$ cat src/rtl/audio_pkg.sv
// Shared definitions for the I2S-style audio serializer: sample width, slot
// defaults, fetch FSM states and the slot bit-selection helper.
package audio_pkg;

    localparam int SAMPLE_W          = 18;
    localparam int SAMPLE_IDX_W      = $clog2(SAMPLE_W);
    localparam int DEFAULT_SLOT_BITS = 32;

    typedef enum logic [2:0] {
        FETCH_IDLE   = 3'd0,
        FETCH_CHECK  = 3'd1,
        FETCH_ACKH   = 3'd2,
        FETCH_ACKL   = 3'd3,
        FETCH_SETTLE = 3'd4
    } fetch_state_e;

    // Slot bit 0 is the I2S one-bit delay; bits 1..SAMPLE_W carry the sample MSB first.
    function automatic logic sample_bit(
        input logic [SAMPLE_W-1:0] sample,
        input logic [15:0]         slot_bit
    );
        logic [SAMPLE_IDX_W-1:0] idx;
        logic                    bit_v;
        idx = SAMPLE_IDX_W'(16'(SAMPLE_W) - slot_bit);
        if ((slot_bit >= 16'd1) && (slot_bit <= 16'(SAMPLE_W))) begin
            bit_v = sample[idx];
        end else begin
            bit_v = 1'b0;
        end
        return bit_v;
    endfunction

endpackage

$ cat src/rtl/audio_bclk_gen.sv
// Bit-clock generator: divides clk by CLK_DIV per half-period and flags the
// cycle just before each bclk rising and falling edge.
module audio_bclk_gen #(
    parameter int CLK_DIV = 4
) (
    input  logic clk,
    input  logic reset,
    output logic bclk,
    output logic rise,
    output logic fall
);

    localparam logic [7:0] DIV_LAST = 8'(CLK_DIV - 1);

    logic [7:0] div_cnt_r;
    logic       bclk_r;
    logic       wrap_s;

    // terminal count of the half-period divider
    always_comb begin
        wrap_s = (div_cnt_r == DIV_LAST);
    end

    // half-period counter and bclk toggle
    always_ff @(posedge clk or posedge reset) begin
        if (reset) begin
            div_cnt_r <= 8'd0;
            bclk_r    <= 1'b0;
        end else if (wrap_s) begin
            div_cnt_r <= 8'd0;
            bclk_r    <= ~bclk_r;
        end else begin
            div_cnt_r <= div_cnt_r + 8'd1;
        end
    end

    assign bclk = bclk_r;
    // Strobes are valid in the cycle whose closing edge moves bclk.
    assign rise = wrap_s & ~bclk_r;
    assign fall = wrap_s & bclk_r;

endmodule

$ cat src/rtl/audio_serializer.sv
// Mono I2S serializer: emits one 18-bit sample in both slots of each frame and
// fetches the next sample from upstream with a two-cycle ack handshake.
module audio_serializer
    import audio_pkg::*;
#(
    parameter int CLK_DIV   = 4,
    parameter int SLOT_BITS = DEFAULT_SLOT_BITS
) (
    input  logic                clk,
    input  logic                reset,
    input  logic                valid,
    input  logic [SAMPLE_W-1:0] dataIn,
    output logic                ack,
    output logic                bclk,
    output logic                lrclk,
    output logic                sdata,
    output logic                underrun,
    output logic [7:0]          underrunCount
);

    localparam int               FRAME_BITS = 2 * SLOT_BITS;
    localparam int               CNT_W      = $clog2(FRAME_BITS);
    localparam logic [CNT_W-1:0] CNT_LAST   = CNT_W'(FRAME_BITS - 1);
    localparam logic [CNT_W-1:0] CNT_RIGHT  = CNT_W'(SLOT_BITS);

    logic                bclk_s;
    logic                bclk_rise_s;
    logic                bclk_fall_s;
    logic [CNT_W-1:0]    bit_cnt_r;
    logic [CNT_W-1:0]    bit_cnt_next_s;
    logic [CNT_W-1:0]    slot_bit_s;
    logic [SAMPLE_W-1:0] cur_sample_r;
    logic [SAMPLE_W-1:0] next_sample_r;
    logic                lrclk_r;
    logic                sdata_r;
    logic                ack_r;
    logic                underrun_r;
    logic [7:0]          underrun_cnt_r;
    logic [1:0]          settle_cnt_r;
    fetch_state_e        state_r;

    audio_bclk_gen #(
        .CLK_DIV (CLK_DIV)
    ) u_bclk_gen (
        .clk   (clk),
        .reset (reset),
        .bclk  (bclk_s),
        .rise  (bclk_rise_s),
        .fall  (bclk_fall_s)
    );

    // next bit count and its position within the current slot
    always_comb begin
        if (bit_cnt_r == CNT_LAST) begin
            bit_cnt_next_s = {CNT_W{1'b0}};
        end else begin
            bit_cnt_next_s = bit_cnt_r + CNT_W'(1);
        end
        if (bit_cnt_next_s >= CNT_RIGHT) begin
            slot_bit_s = bit_cnt_next_s - CNT_RIGHT;
        end else begin
            slot_bit_s = bit_cnt_next_s;
        end
    end

    // serial side: everything here moves only on bclk falling edges
    always_ff @(posedge clk or posedge reset) begin
        if (reset) begin
            bit_cnt_r    <= {CNT_W{1'b0}};
            lrclk_r      <= 1'b0;
            sdata_r      <= 1'b0;
            cur_sample_r <= {SAMPLE_W{1'b0}};
        end else if (bclk_fall_s) begin
            bit_cnt_r <= bit_cnt_next_s;
            lrclk_r   <= (bit_cnt_next_s >= CNT_RIGHT);
            // slot bit 0 is always zero, so the old sample is safe at the wrap
            sdata_r   <= sample_bit(cur_sample_r, 16'(slot_bit_s));
            if (bit_cnt_next_s == {CNT_W{1'b0}}) begin
                cur_sample_r <= next_sample_r;
            end
        end
    end

    // fetch FSM; launched half a bclk into the right slot, well clear of the frame wrap
    always_ff @(posedge clk or posedge reset) begin
        if (reset) begin
            state_r        <= FETCH_IDLE;
            ack_r          <= 1'b0;
            underrun_r     <= 1'b0;
            underrun_cnt_r <= 8'd0;
            next_sample_r  <= {SAMPLE_W{1'b0}};
            settle_cnt_r   <= 2'd0;
        end else begin
            underrun_r <= 1'b0;
            case (state_r)
                FETCH_IDLE: begin
                    if (bclk_rise_s && (bit_cnt_r == CNT_RIGHT)) begin
                        state_r <= FETCH_CHECK;
                    end
                end
                FETCH_CHECK: begin
                    if (valid) begin
                        next_sample_r <= dataIn;
                        ack_r         <= 1'b1;
                        state_r       <= FETCH_ACKH;
                    end else begin
                        underrun_r <= 1'b1;
                        if (underrun_cnt_r != 8'hFF) begin
                            underrun_cnt_r <= underrun_cnt_r + 8'd1;
                        end
                        state_r <= FETCH_IDLE;
                    end
                end
                FETCH_ACKH: begin
                    state_r <= FETCH_ACKL;
                end
                FETCH_ACKL: begin
                    ack_r        <= 1'b0;
                    settle_cnt_r <= 2'd0;
                    state_r      <= FETCH_SETTLE;
                end
                FETCH_SETTLE: begin
                    if (settle_cnt_r == 2'd2) begin
                        state_r <= FETCH_IDLE;
                    end else begin
                        settle_cnt_r <= settle_cnt_r + 2'd1;
                    end
                end
                default: begin
                    ack_r   <= 1'b0;
                    state_r <= FETCH_IDLE;
                end
            endcase
        end
    end

    assign ack           = ack_r;
    assign bclk          = bclk_s;
    assign lrclk         = lrclk_r;
    assign sdata         = sdata_r;
    assign underrun      = underrun_r;
    assign underrunCount = underrun_cnt_r;

endmodule

$ cat config.mk
export PLATFORM = sky130hd
export DESIGN_NAME = audio_serializer
export DESIGN_NICKNAME = d
export VERILOG_FILES = /design/src/rtl/audio_pkg.sv /design/src/rtl/audio_bclk_gen.sv /design/src/rtl/audio_serializer.sv
export SDC_FILE = /design/constraint.sdc
export NUM_CORES = 1
export LEC_CHECK = 0
export ABC_AREA = 1
export ABC_CLOCK_PERIOD_IN_PS = 2860
export CAP_MARGIN = 20
export CORE_ASPECT_RATIO = 0.6
export CORE_MARGIN = 1
export CORE_UTILIZATION = 25
export DETAILED_ROUTE_END_ITERATION = 8
export DONT_BUFFER_PORTS = 1
export GPL_ROUTABILITY_DRIVEN = 0
export GPL_TIMING_DRIVEN = 0
export PLACE_DENSITY = 0.38
export SETUP_SLACK_MARGIN = 0.1
export SLEW_MARGIN = 40
export SYNTH_ARGS = -nofsm -noshare
export SYNTH_HDL_FRONTEND = slang
export SYNTH_SLANG_ARGS = --single-unit
$ cat constraint.sdc
create_clock -name clk -period 2.86 [get_ports clk]
set_input_delay 0.143 -clock clk [delete_from_list [all_inputs] [get_ports clk]]
set_output_delay 0.143 -clock clk [all_outputs]
set_load 0.005 [all_outputs]
## Yosys cells after proc, flatten, opt, wreduce, memory -nomap -nowiden

Index checks and enable logic that the tools add are counted.

- Add/subtract/negate cells: 6
- $lt $le $gt $ge: 4
- Equality and inequality tests: 13
- Multiplexer cells: 16
- Bitwise operators: 5
- Reductions and logical operators: 12

Operators by type and width:

| kind | number |
|---|---|
| $add 8x1->8 const B | 2 |
| $pmux 3 s5 | 1 |
| $eq 6x6->1 const B | 2 |
| $mux 6 | 2 |
| $reduce_and 2->1 | 5 |
| $eq 8x2->1 const B | 1 |
| $mux 8 | 1 |
| $ne 2x2->1 const B | 4 |
| $ne 8x8->1 const B | 1 |
| $add 6x1->6 const B | 1 |
| $eq 3x2->1 const B | 2 |
| $ge 6x1->1 const B | 1 |
| $ge 6x6->1 const B | 1 |
| $le 6x5->1 const B | 1 |
| $logic_not 6->1 | 1 |
| $lt 5x6->1 const B | 1 |
| $mux 3 | 2 |
| $sub 6x6->6 const B | 1 |
| $bmux 1 s5 | 1 |
| $mux 1 | 5 |
| $sub 5x5->5 const A | 1 |
| $mux 2 | 2 |
| $pmux 2 s2 | 1 |
| $eq 3x1->1 const B | 1 |
| 11 further kinds | 15 |

- Register bits: 68
- Input port bits: 21
- Word-level logic and storage cells: 68

## Depth between registers and ports, before layout

Gate-level depths: netlist of run 1.

- Word-level depth: 8
- Mapped depth: 13
- Mapped depth without buffers: 13

## Modules after synthesis

A second synthesis of run 1 with hierarchy kept.

- Cell total of the unflattened synthesis: 403
- Area total of the unflattened synthesis: 3397.0 um^2

Modules (own cells, without submodules):

| module | instances | cells an instance | area each (um^2) | seq. area each (um^2) |
|---|---|---|---|---|
| audio_serializer | 1 | 342 | 2946.6 | 1476.4 |
| audio_bclk_gen | 1 | 61 | 450.4 | 225.2 |

## Worst setup path before layout of run 1

OpenSTA, ideal clock, no wires.

- Kind: register to register
- Start: register bit_cnt_r[0]
- End: register sdata_r (netlist: sdata)
- Setup time: 0.117 ns
- Arrival: 1.837 ns
- Data required time: 2.743 ns
- Setup slack: 0.906 ns
- Stages on the path, launching flop included: 12
- Cell sequence: dfrtp_1 > clkinv_1 > ha_1 > clkbuf_1 > inv_1 > nand3_1 > o21ai_0 > inv_1 > nand2_1 > nand3_1 > nand3_1 > nand2_1

- Cells in the longest elaborated chain, start to end: 8
- Elaborated cells between the ends (all ways): 13
- Classes of those cells: add/sub (3); order compare (3); eq/ne (1); mux (5); reduce/logical (1)

Ends and longest elaborated chain:

| item | RTL line | source |
|---|---|---|
| start: declaration | audio_serializer.sv:29 | `logic [CNT_W-1:0] bit_cnt_r;` |
| start signal: assignment | audio_serializer.sv:69 | `bit_cnt_r <= {CNT_W{1'b0}};` |
| start signal: assignment | audio_serializer.sv:74 | `bit_cnt_r <= bit_cnt_next_s;` |
| $add 6x1->6 / $eq 6x6->1 (equally long branches) | audio_serializer.sv:57, audio_serializer.sv:54 |  |
| $mux 6 (*) | audio_serializer.sv:54 | `if (bit_cnt_r == CNT_LAST) begin` |
| net bit_cnt_next_s[1] | audio_serializer.sv:30 | `logic [CNT_W-1:0] bit_cnt_next_s;` |
| $sub 6x6->6 / $ge 6x6->1 (equally long branches) | audio_serializer.sv:60, audio_serializer.sv:59 |  |
| $mux 6 (*) | audio_serializer.sv:59 | `if (bit_cnt_next_s >= CNT_RIGHT) begin` |
| $sub 5x5->5 | audio_pkg.sv:24 | `idx = SAMPLE_IDX_W'(16'(SAMPLE_W) - slot_bit);` |
| $bmux 1 s5 | audio_pkg.sv:26 | `bit_v = sample[idx];` |
| $mux 1 (implied by the code) | audio_pkg.sv:26 |  |
| $mux 1 (*) | audio_pkg.sv:25 | `if ((slot_bit >= 16'd1) && (slot_bit <= 16'(SAMPLE_W))) begin` |
| end signal: assignment | audio_serializer.sv:77 | `sdata_r <= sample_bit(cur_sample_r, 16'(slot_bit_s));` |
| end: declaration | audio_serializer.sv:35 | `logic sdata_r;` |

Mark *: on every way through the listed nets, which the timed path passes. The rest lies on a longest branch. The select of a mux whose other input is x is not followed.
A chain may end at the register's enable or synchronous reset.

## Final worst setup path of run 1

Same ends and word-level chain as after synthesis.

==> results.md, run 1 <==
- Slew Viols, Final: 0
- Final net count: 441
- Routed WL: 7410 um
- Max Freq: 418 MHz
- Number of global-route vias before repair: 2,517
- Root buf cell: clkbuf_16
- Hold WS: 0.234 ns
- Area grow syn2layout: 22.5%
- Crit path max fanout: 9
- Mapped cell area: 3340 um2
- Clock skew: 0.00628 ns
- Final ANT Viol Nets: 0
- HPWL after DPL: 5410 um
- Worst slack, placed: 0.366 ns
- Rows: 32
- CP Class: reg2reg
- Core area: 12,900 um2
- Die ar.: 13,800 um2
- Avg Inst Size Synth: 8.76 um2
- CP required: 3.08 ns
- Fin area: 4090 um2
- Io pins: 34
- Synth warnings: 0
- Mapped Cells: 381
- Post-synthesis sequential area ratio: 0.510
- Residual DRC count: 0
- Worst VDD drop: 232 uV
- Die height: 91.5 um
- Worst Setup End Kind: flop
- Post-synthesis cell type count: 34
- Critical Path AT: 2.61 ns
- RSZ-0062 raised after global routing: no
- Slew HR: 0.673
- CTS tree: yes
- H-Tree Depth: 3
- Pwr dens: 530 nW/um2
- Final worst setup slack: 0.467 ns
- Power Total: 2.17 mW
- Crit path launch type: flop
- Setup slack, reg-to-reg: 0.47 ns
- Fraction of final layout cells sized beyond drive strength 1: 0.137
- Initial antenna violation count: 0
- Period utilization: 0.837
- Die X-Extent: 151 um
- First-pass GRT wire length: 13,200 um
- Total congestion overflow: 0
- Synth Register Bits: 68
- Initial core utilization: 0.258
- HP Class: in2async
- FF-to-FF path depth: 10
- Dpl cell area: 3580 um2
- Syn_nets: 410
- GRT Util Overall: 0.125
- Tmin final: 2.39 ns
- Setup-failing EPs final: 0
- Clk_lat worst skew: 0.33 ns
- Largest net degree at the start of global routing: 54
- Wire length per cell: 12.7 um
- Clock-pin slew on the worst setup and hold paths: 0.06 ns
- Endpoints failing hold: 0
- Reg-to-reg endpoint: sdata
- Least-Margin Pin Slew: 0.490 ns
- # diodes: 0
- Initial DRC count: 115
- Setup TNS: 0 ns
- Total CTS buffers: 9
- Dpl cells: 552
- Total number of vias: 2,479
- Fillers: 1,349
- Post-CTS Setup Bufs: 0
- Post-Layout Cell Count: 586
- CTS Buffer Depth: 2
- First-pass DRT Iterations: 4
- Via density: 4.23
- Max cap viols: 0
- Status: finished, final reports clean
- Sink Count: 68
- Worst r2r src: bit_cnt_r[0]
- Core Util, Final: 0.316
- Leakage: 2.06 nW
- Port Buffers: 0
## layer usage
layer,part of all wire,GRT usage
met5,0,0
met4,0.0094,0.0375
met3,0.051,0.0528
met2,0.37,0.153
met1,0.57,0.191
## synthesized netlist by cell type
library cell	number	share of area
a21oi_1	23	0.034
and3_1	1	0.0019
buf_1	2	0.0022
buf_2	2	0.0030
buf_6	3	0.010
clkbuf_1	2	0.0022
clkinv_1	2	0.0022
dfrtp_1	68	0.51
ha_1	8	0.030
inv_1	59	0.066
inv_2	2	0.0022
mux2_2	1	0.0034
nand2_1	67	0.075
nand2_2	2	0.0037
nand3_1	24	0.036
nand3_2	1	0.0030
nand3b_1	2	0.0045
nand4_1	5	0.0094
nand4_2	1	0.0037
nand4_4	1	0.0064
nor2_1	46	0.052
nor2_2	2	0.0037
nor2_4	2	0.0067
nor3_1	4	0.0060
nor3_2	1	0.0030
nor3b_2	1	0.0037
nor4_4	1	0.0064
o21ai_0	13	0.019
o21ai_1	1	0.0015
o21ai_2	19	0.050
o31ai_1	1	0.0022
or2_2	1	0.0019
xnor2_1	4	0.010
xor2_1	9	0.024
## how the worst max path moves through the flow
stage               slack (ns)  cells past startpoint  endpoint         start
CTS                       0.34                     11     sdata  bit_cnt_r[0]
global placement        -0.008                      1     sdata         reset
finish                    0.47                     10     sdata  bit_cnt_r[0]
floorplan                 0.91                     11     sdata  bit_cnt_r[0]
detailed placement        0.37                     10     sdata  bit_cnt_r[0]
global route              0.22                     10     sdata  bit_cnt_r[0]
## cell families (layout without fill, tap and decap cells)
logic type | count (synthesis) | after routing | synth area share
xor gates and xnor gates | 13 | 13 | 0.0341
and+or+nand+nor | 162 | 162 | 0.227
AOI/OAI and AO/OA | 57 | 57 | 0.108
adders and majority gates | 8 | 8 | 0.0300
DFF | 68 | 68 | 0.510
muxes | 1 | 1 | 0.00337
buffers and inverters | 72 | 107 | 0.0884
## placed cells by master, fill, tap and decap left out, drive strengths merged, types with 2 or more instances in the layout
cell,count
dlygate4sd3,20
bufinv,2
buf,8
o21ai,33
ha,8
nand2,69
nand4,7
nand3,25
nand3b,2
dfrtp,68
nor2,50
clkinv,3
a21oi,23
xnor2,4
nor3,5
clkinvlp,2
xor2,9
inv,61
clkbuf,11
## critical path, stage by stage, from the launching register on
cell	delay [ns]
dfrtp_1	0.53
clkinvlp_4	0.29
ha_1	0.48
inv_1	0.21
nand3_1	0.21
o21ai_0	0.20
inv_1	0.05
nand2_1	0.07
nand3_1	0.08
nand3_1	0.10
nand2_1	0.05
## sequential cells by signal, indices dropped and copies added (netlist names)
name / count
ack: 1
u_bclk_gen.div_cnt_r: 8
u_bclk_gen.bclk: 1
state_r: 3
settle_cnt_r: 2
underrun: 1
cur_sample_r: 18
sdata: 1
next_sample_r: 18
bit_cnt_r: 6
underrunCount: 8
lrclk: 1
## cell type report
| class | instances | area (um2) | area share |
|---|---|---|---|
| flip-flops and latches | 68 | 1700 | 0.416 |
| clock inverters | 5 | 77.6 | 0.0190 |
| well taps | 170 | 213 | 0.0520 |
| repair buffers | 21 | 228 | 0.0557 |
| clock buffers | 10 | 229 | 0.0560 |
| plain buffers | 8 | 55.1 | 0.0135 |
| inverters | 63 | 245 | 0.0599 |
| multi-input cells | 241 | 1340 | 0.328 |
## repair_timing
| action | 4_1_cts | 5_1_grt |
|---|---|---|
| endpoints found under the setup margin | 0 | 1 |
| endpoints found under the hold margin | 87 | 0 |
| resized for setup | 0 | 1 |
| hold buffers | 20 | 0 |
## report_power, final
part	internal [mW]	leakage [nW]	switching, mW
clock	0.755	0.148	0.403
sequential	0.963	0.837	0
combinational	0.0226	1.07	0.0249
No activity file was read; power rests on OpenSTA's default activity.
==> inputs of run 2 (changes only) <==
- ABC_AREA: 1 -> 0
- ABC_CLOCK_PERIOD_IN_PS: 2860 -> 2460
- clock period: 2.86 -> 2.46 ns (I/O delays scaled with it)
==> run 2 against run 1 <==
Effect of this change: the run now ends with DRC left; synthesized cell count is 29% lower; wire length is 4.8% lower; sequential cell count stayed put; critical path type unchanged; largest cell class unchanged; critical path depth is 1 lower; largest power group unchanged; worst setup slack worse by 0.42 ns; maximum frequency is 1.0% lower; die area is 1.4% lower.
==> results.md, run 2 <==
- Crit path top cell by count: nor4_4
- Rows: 32 (unchanged)
- Largest net degree at the start of global routing: 49 (-9.3%)
- HP Class: in2reg
- Mapped Cells: 272 (-29%)
- Worst VDD drop: 325 uV (+40%)
- Endpoints failing hold: 0 (unchanged)
- Worst Setup End Kind: flop
- Crit path launch type: flop
- Post-synth ARST share: 1.00 (unchanged)
- Final ANT Viol Nets: 0 (unchanged)
- Worst path cell trace: ha_2, or4b_4, nor4_4, nand2_2, buf_4, buf_6, nor4_4, a2bb2o_4, o31ai_2
- Setup-failing EPs final: 0 (unchanged)
- Port Buffers: 0 (unchanged)
- Residual DRC count: 1 (+1)
- CP max stage cell: or4b_4
- Clk_lat worst skew: 0.33 ns (about the same)
- Area fraction of the dominant cell type after synthesis: 0.517 (+0.00756)
- Critical Path AT: 2.65 ns (+0.04 ns)
- Syn_nets: 301 (-27%)
- Clock-pin slew on the worst setup and hold paths: 0.06 ns (about the same)
- CTS tree: yes
- Area grow syn2layout: 32.4%
- First-pass GRT wire length: 12,000 um (-8.8%)
- Slowest stage delay, CP: 0.48 ns (-0.05 ns)
- Worst slack, placed: -0.490 ns (-0.857 ns)
- Most frequent cell after synthesis: dfrtp_1
- Commonest cells post-synth: dfrtp_1, mux2_2, nor2_1
- Post-Layout Cell Count: 493 (-16%)
- FF-to-FF path depth: 9 (-1)
- Failing checks: DRC
- CP required: 2.69 ns (-0.39 ns)
- Post-synthesis sequential area ratio: 0.517 (+0.00756)
- First-pass DRT Iterations: 6 (+2)
- Max cap viols: 0 (unchanged)
- Max Freq: 414 MHz (-1.0%)
- Slew Viols, Final: 0 (unchanged)
- Area leader, netlist: dfrtp_1
- Most common cell after layout, fill and taps aside: dfrtp_1
- Root buf cell: clkbuf_16
- Most used DFF post-synth: dfrtp_1
- Slew HR: 0.656 (-0.0170)
- Initial antenna violation count: 0 (unchanged)
- Final net count: 348 (-21%)
- Top Family by Delay on Critical Path: simple AND/OR/NAND/NOR gates
- Synth warnings: 0 (unchanged)
- Top flop regs: cur_sample_r (18), next_sample_r (18)
- Least-Margin Pin Slew: 0.508 ns (+0.0183 ns)
- Final worst setup slack: 0.0431 ns (-0.424 ns)
- Io pins: 34 (unchanged)
- GRT Util Overall: 0.116 (-0.00969)
- Power Total: 2.49 mW (+15%)
- Die ar.: 13,600 um2 (-1.4%)
- Top cells by area, synth: dfrtp_1, mux2_2, mux2_4
- Total CTS buffers: 9 (unchanged)
- Post-synthesis cell type count: 45 (+32%)
- Mapped cell area: 3290 um2 (-1.5%)
- CTS Buffer Depth: 2 (unchanged)
- EDFF count, synth: 0 (unchanged)
- Die height: 90.9 um (-0.72%)
- Pwr dens: 572 nW/um2 (+7.8%)
- Die X-Extent: 150 um (-0.72%)
- Number of global-route vias before repair: 2,213 (-12%)
- Routed WL: 7060 um (-4.8%)
- H-Tree Depth: 3 (unchanged)
- Total congestion overflow: 0 (unchanged)
- Initial DRC count: 88 (-23%)
- Dpl cells: 443 (-20%)
- # diodes: 0 (unchanged)
- Most frequent cells in the layout: dfrtp_1, mux2_2, dlygate4sd3_1
- CP Class: reg2reg
- Core area: 12,900 um2 (-0.62%)
- Via density: 4.52 (+6.8%)
- Initial core utilization: 0.256 (-0.00219)
- Fraction of final layout cells sized beyond drive strength 1: 0.328 (+0.191)
- Worst Path Buf+Inv: 2 (-1)
- Sink Count: 68 (unchanged)
- Total number of vias: 2,227 (-10%)
- CP Depth: 9 (-1)
- RSZ-0062 raised after global routing: yes
- Avg Inst Size Synth: 12.1 um2 (+38%)
- HPWL after DPL: 4740 um (-12%)
- Tmin final: 2.42 ns (+0.0243 ns)
- Synth Register Bits: 68 (unchanged)
- Crit path max fanout: 3 (-6)
- Wire length per cell: 14.3 um (+13%)
- Leakage: 1.94 nW (-5.7%)
- Status: finished, violations left
- Hold Path Stages: 2
- Period utilization: 0.982 (+0.146)
- Clock skew: 0.00628 ns (-0.00000328 ns)
==> run 2: changes by cell type in the layout (fill, tap and decap cells not counted), sizes merged, moves of 5 or more <==
| cell | before | now |
|---|---|---|
| nand2 | 69 | 15 |
| inv | 61 | 8 |
| mux2 | 1 | 39 |
| nor2 | 50 | 14 |
| o21ai | 33 | 10 |
| nand3 | 25 | 10 |
| a21oi | 23 | 9 |
| clkbuf | 11 | 23 |
| buf | 8 | 19 |
| xnor2 | 4 | 13 |
| nor2b | 0 | 5 |
==> run 2: worst paths after layout <==
check / start / endpoint / slack (ns)
max in group asynchronous: reset / bit_cnt_r[1] / 1.71
setup reg to reg: u_bclk_gen.div_cnt_r[0] / sdata / 0.04
hold reg to reg: u_bclk_gen.div_cnt_r[7] / u_bclk_gen.div_cnt_r[7] / 0.48
setup / recovery: u_bclk_gen.div_cnt_r[0] / sdata / 0.04
min in group asynchronous: reset / underrun / 0.23
hold / removal: valid / state_r[1] / 0.07
==> run 2: timing repair <==
action | in CTS | in global routing
hold endpoints to repair | 87 | 0
gates resized for setup | 17 | 26
setup buffers | 8 | 7
pin swaps | 6 | 7
hold buffers | 20 | 0
setup endpoints to repair | 34 | 29
==> run 2: metrics by stage <==
step	util	cell area, um2	hold slack (ns)	TNS, ns
6_report	0.339	4360	0.0730	0
5_1_grt	0.339	4360	0.108	-1.23
4_1_cts	0.325	4180	0.0224	0
3_5_place_dp	0.277	3550	-0.0542	-7.39
3_3_place_gp	0.274	3520	0.232	-36.83
2_1_floorplan	-	3310	0.206	0
==> run 2: final cells by class <==
cell class | count | area, um2
Sequential cell | 68 | 1700
Fill cell | 1263 | 8500
Timing Repair Buffer | 36 | 344
Clock inverter | 1 | 30.0
Buffer | 12 | 82.6
Multi-Input combinational cell | 184 | 1670
Tap cell | 170 | 213
Inverter | 8 | 37.5
Clock buffer | 14 | 274
==> run 2: routing by layer <==
layer | global-route usage | up-vias | share of wire
li1 | - | 1073 | -
met1 | 0.170 | 1095 | 0.53
met4 | 0.0429 | 0 | 0.012
met5 | 0 | - | 0
met2 | 0.149 | 49 | 0.40
met3 | 0.0444 | 10 | 0.058
==> run 2: kinds of logic after synthesis <==
| group | Yosys count | share of synthesized area |
|---|---|---|
| and+or+nand+nor | 72 | 0.124 |
| DFF | 68 | 0.517 |
| muxes | 45 | 0.175 |
| AOI/OAI and AO/OA | 39 | 0.0757 |
| xor gates and xnor gates | 20 | 0.0532 |
| buffers and inverters | 20 | 0.0251 |
| adders and majority gates | 8 | 0.0304 |
==> run 2: power by group <==
group	switching, mW	total, mW	internal (mW)
Combinational	0.0281	0.0544	0.0263
Sequential	0	1.12	1.12
Clock	0.453	1.32	0.863
==> inputs of run 3 (changes only) <==
- GPL_TIMING_DRIVEN: 0 -> not set
==> run 3 against run 2 <==
Effect of this change: the run still ends with DRC left; clock skew increased by 0.00060 ns; count of clock-buffer cells in the layout decreased by 2; worst setup slack improved by 0.14 ns; sequential share of layout area increased by 0.47 points; die area unchanged; clock power increased by 5%; critical path type unchanged; largest power group unchanged.
==> results.md, run 3 (synthesis gave the netlist of run 2 again) <==
- Crit path launch type: flop
- Wire length per cell: 13.8 um (-3.8%)
- Sink Count: 68 (unchanged)
- Met2 Usage GRT: 0.146 (-0.00270)
- Clock-pin slew on the worst setup and hold paths: 0.06 ns (about the same)
- Setup-failing EPs final: 0 (unchanged)
- Final net count: 349 (+0.29%)
- Reg-to-reg endpoint: sdata
- Clk_lat worst skew: 0.33 ns (about the same)
- Die ar.: 13,600 um2 (unchanged)
- Max Freq: 439 MHz (+6.0%)
- Worst Setup End Kind: flop
- Endpoints failing hold: 0 (unchanged)
- Power Total: 2.55 mW (+2.4%)
- Rows: 32 (unchanged)
- CTS Buffer Depth: 2 (unchanged)
- Slowest stage delay, CP: 0.47 ns (about the same)
- Initial antenna violation count: 0 (unchanged)
- Most common cell after layout, fill and taps aside: dfrtp_1
- Met3 GRT Util: 0.0419 (-0.00253)
- Max cap viols: 0 (unchanged)
- Crit. Startpoint: u_bclk_gen.div_cnt_r[1]
- Hold WS: 0.0308 ns (-0.0422 ns)
- Critical Path Sink: sdata
- Port Buffers: 0 (unchanged)
- CTS tree: yes
- Worst VDD drop: 290 uV (-11%)
- Die X-Extent: 150 um (unchanged)
- Fraction of final layout cells sized beyond drive strength 1: 0.329 (+0.00106)
- Critical Path AT: 2.52 ns (-0.13 ns)
- Worst path cell trace: ha_2, or4b_4, nor4_4, nand2_2, buf_6, nor3_4, a2bb2o_4, o31ai_2
- Core area: 12,900 um2 (unchanged)
- Number of global-route vias before repair: 2,233 (+0.90%)
- HP Class: in2reg
- Met1 Usage GRT: 0.172 (+0.00226)
- HPWL after DPL: 4850 um (+2.4%)
- # diodes: 0 (unchanged)
- Top flop regs: cur_sample_r (18), next_sample_r (18)
- H-Tree Depth: 3 (unchanged)
- Status: finished, violations left
- CP required: 2.70 ns (about the same)
- Core Util, Final: 0.335 (-0.00380)
- Leakage: 1.96 nW (+1.1%)
- Initial core utilization: 0.256 (unchanged)
- Failing checks: DRC
- Least-Margin Pin Slew: 0.486 ns (-0.0225 ns)
- FF-to-FF path depth: 8 (-1)
- Die height: 90.9 um (unchanged)
- Total congestion overflow: 0 (unchanged)
- Tmin final: 2.28 ns (-0.137 ns)
- Total number of vias: 2,175 (-2.3%)
- Slew Viols, Final: 0 (unchanged)
- Clock skew: 0.00688 ns (+0.000602 ns)
- GRT Max-Usage Layer: met1
- Largest net degree at the start of global routing: 38 (-22%)
- First-pass GRT wire length: 11,800 um (-1.3%)
- Residual DRC count: 1 (unchanged)
- CP Class: reg2reg
- Root buf cell: clkbuf_16
- Slew HR: 0.676 (+0.0198)
- RSZ-0062 raised after global routing: no
- Area grow syn2layout: 30.9%
- Pwr dens: 592 nW/um2 (+3.6%)
- Period utilization: 0.927 (-0.0559)
- Dpl cells: 452 (+2.0%)
- Total CTS buffers: 9 (unchanged)
- Final ANT Viol Nets: 0 (unchanged)
- CP max stage cell: or4b_4
- Post-Layout Cell Count: 495 (+0.41%)
- Setup slack, reg-to-reg: 0.18 ns (+0.14 ns)
- Via density: 4.39 (-2.7%)
- Routed WL: 6820 um (-3.4%)
- First-pass DRT Iterations: 6 (unchanged)
- Worst r2r src: u_bclk_gen.div_cnt_r[1]
- Setup TNS: 0 ns (unchanged)
- Crit path max fanout: 5 (+2)
- Io pins: 34 (unchanged)
- GRT Util Overall: 0.114 (-0.00145)
- Most frequent cells in the layout: dfrtp_1, mux2_2, buf_4
- Initial DRC count: 106 (+20%)
[run 3: cell types whose count changed in the layout (fill, tap and decap cells not counted), sizes merged]
| cell | change |
|---|---|
| clkinvlp | +1 |
| buf | +10 |
| clkinv | +1 |
| clkbuf | -11 |
| bufinv | +1 |
[run 3: worst min-delay path by stage]
stage	from	to	slack, ns	depth (start not counted)
after floorplan	valid	underrun	0.21	1
after global placement	reset	underrun	0.14	2
after detailed placement	reset	ack	0.14	2
after CTS	valid	state_r[1]	0.02	2
after global routing	valid	state_r[1]	0.07	2
final	valid	state_r[1]	0.03	2
[run 3: per-layer routing]
metal | up-vias | share of wire
met5 | - | 0
met4 | 0 | 0.014
met3 | 9 | 0.051
met2 | 32 | 0.39
met1 | 1053 | 0.55
li1 | 1081 | -
[run 3: critical path, delay by kind of cell (launching register included)]
| kind | cells | cell delay (ns) |
|---|---|---|
| and+or+nand+nor | 4 | 1.07 |
| buffers and inverters | 1 | 0.17 |
| AOI/OAI and AO/OA | 2 | 0.43 |
| DFF | 1 | 0.35 |
| adders and majority gates | 1 | 0.18 |
[run 3: metrics by stage]
stage	worst slack [ns]	area, um2
floorplan	0.00190	3310
global placement	0.0804	3640
detailed placement	0.0707	3640
CTS	0.112	4210
global route	0.0759	4310
finish	0.181	4310
[run 3: cell type report]
cell class	count	area, um2
clock inverter	4	72.6
clock buffer	12	246
timing repair buffer	49	434
fill	1271	8550
tap	170	213
inverter	8	30.0
sequential	68	1710
multi-input combinational	184	1610
[run 3: report_power, final]
group	total, mW	switching (mW)	internal, mW	leakage, nW
combinational	0.0496	0.0261	0.0235	0.890
sequential	1.12	0	1.12	0.918
clock	1.38	0.468	0.914	0.153
[run 3: repair_timing]
action | CTS | global route
pin swaps | 3 | 7
gates resized for setup | 1 | 18
endpoints found under the hold margin | 87 | 0
hold buffers | 20 | 0
buffers inserted | 6 | 1
setup endpoints to repair | 18 | 19
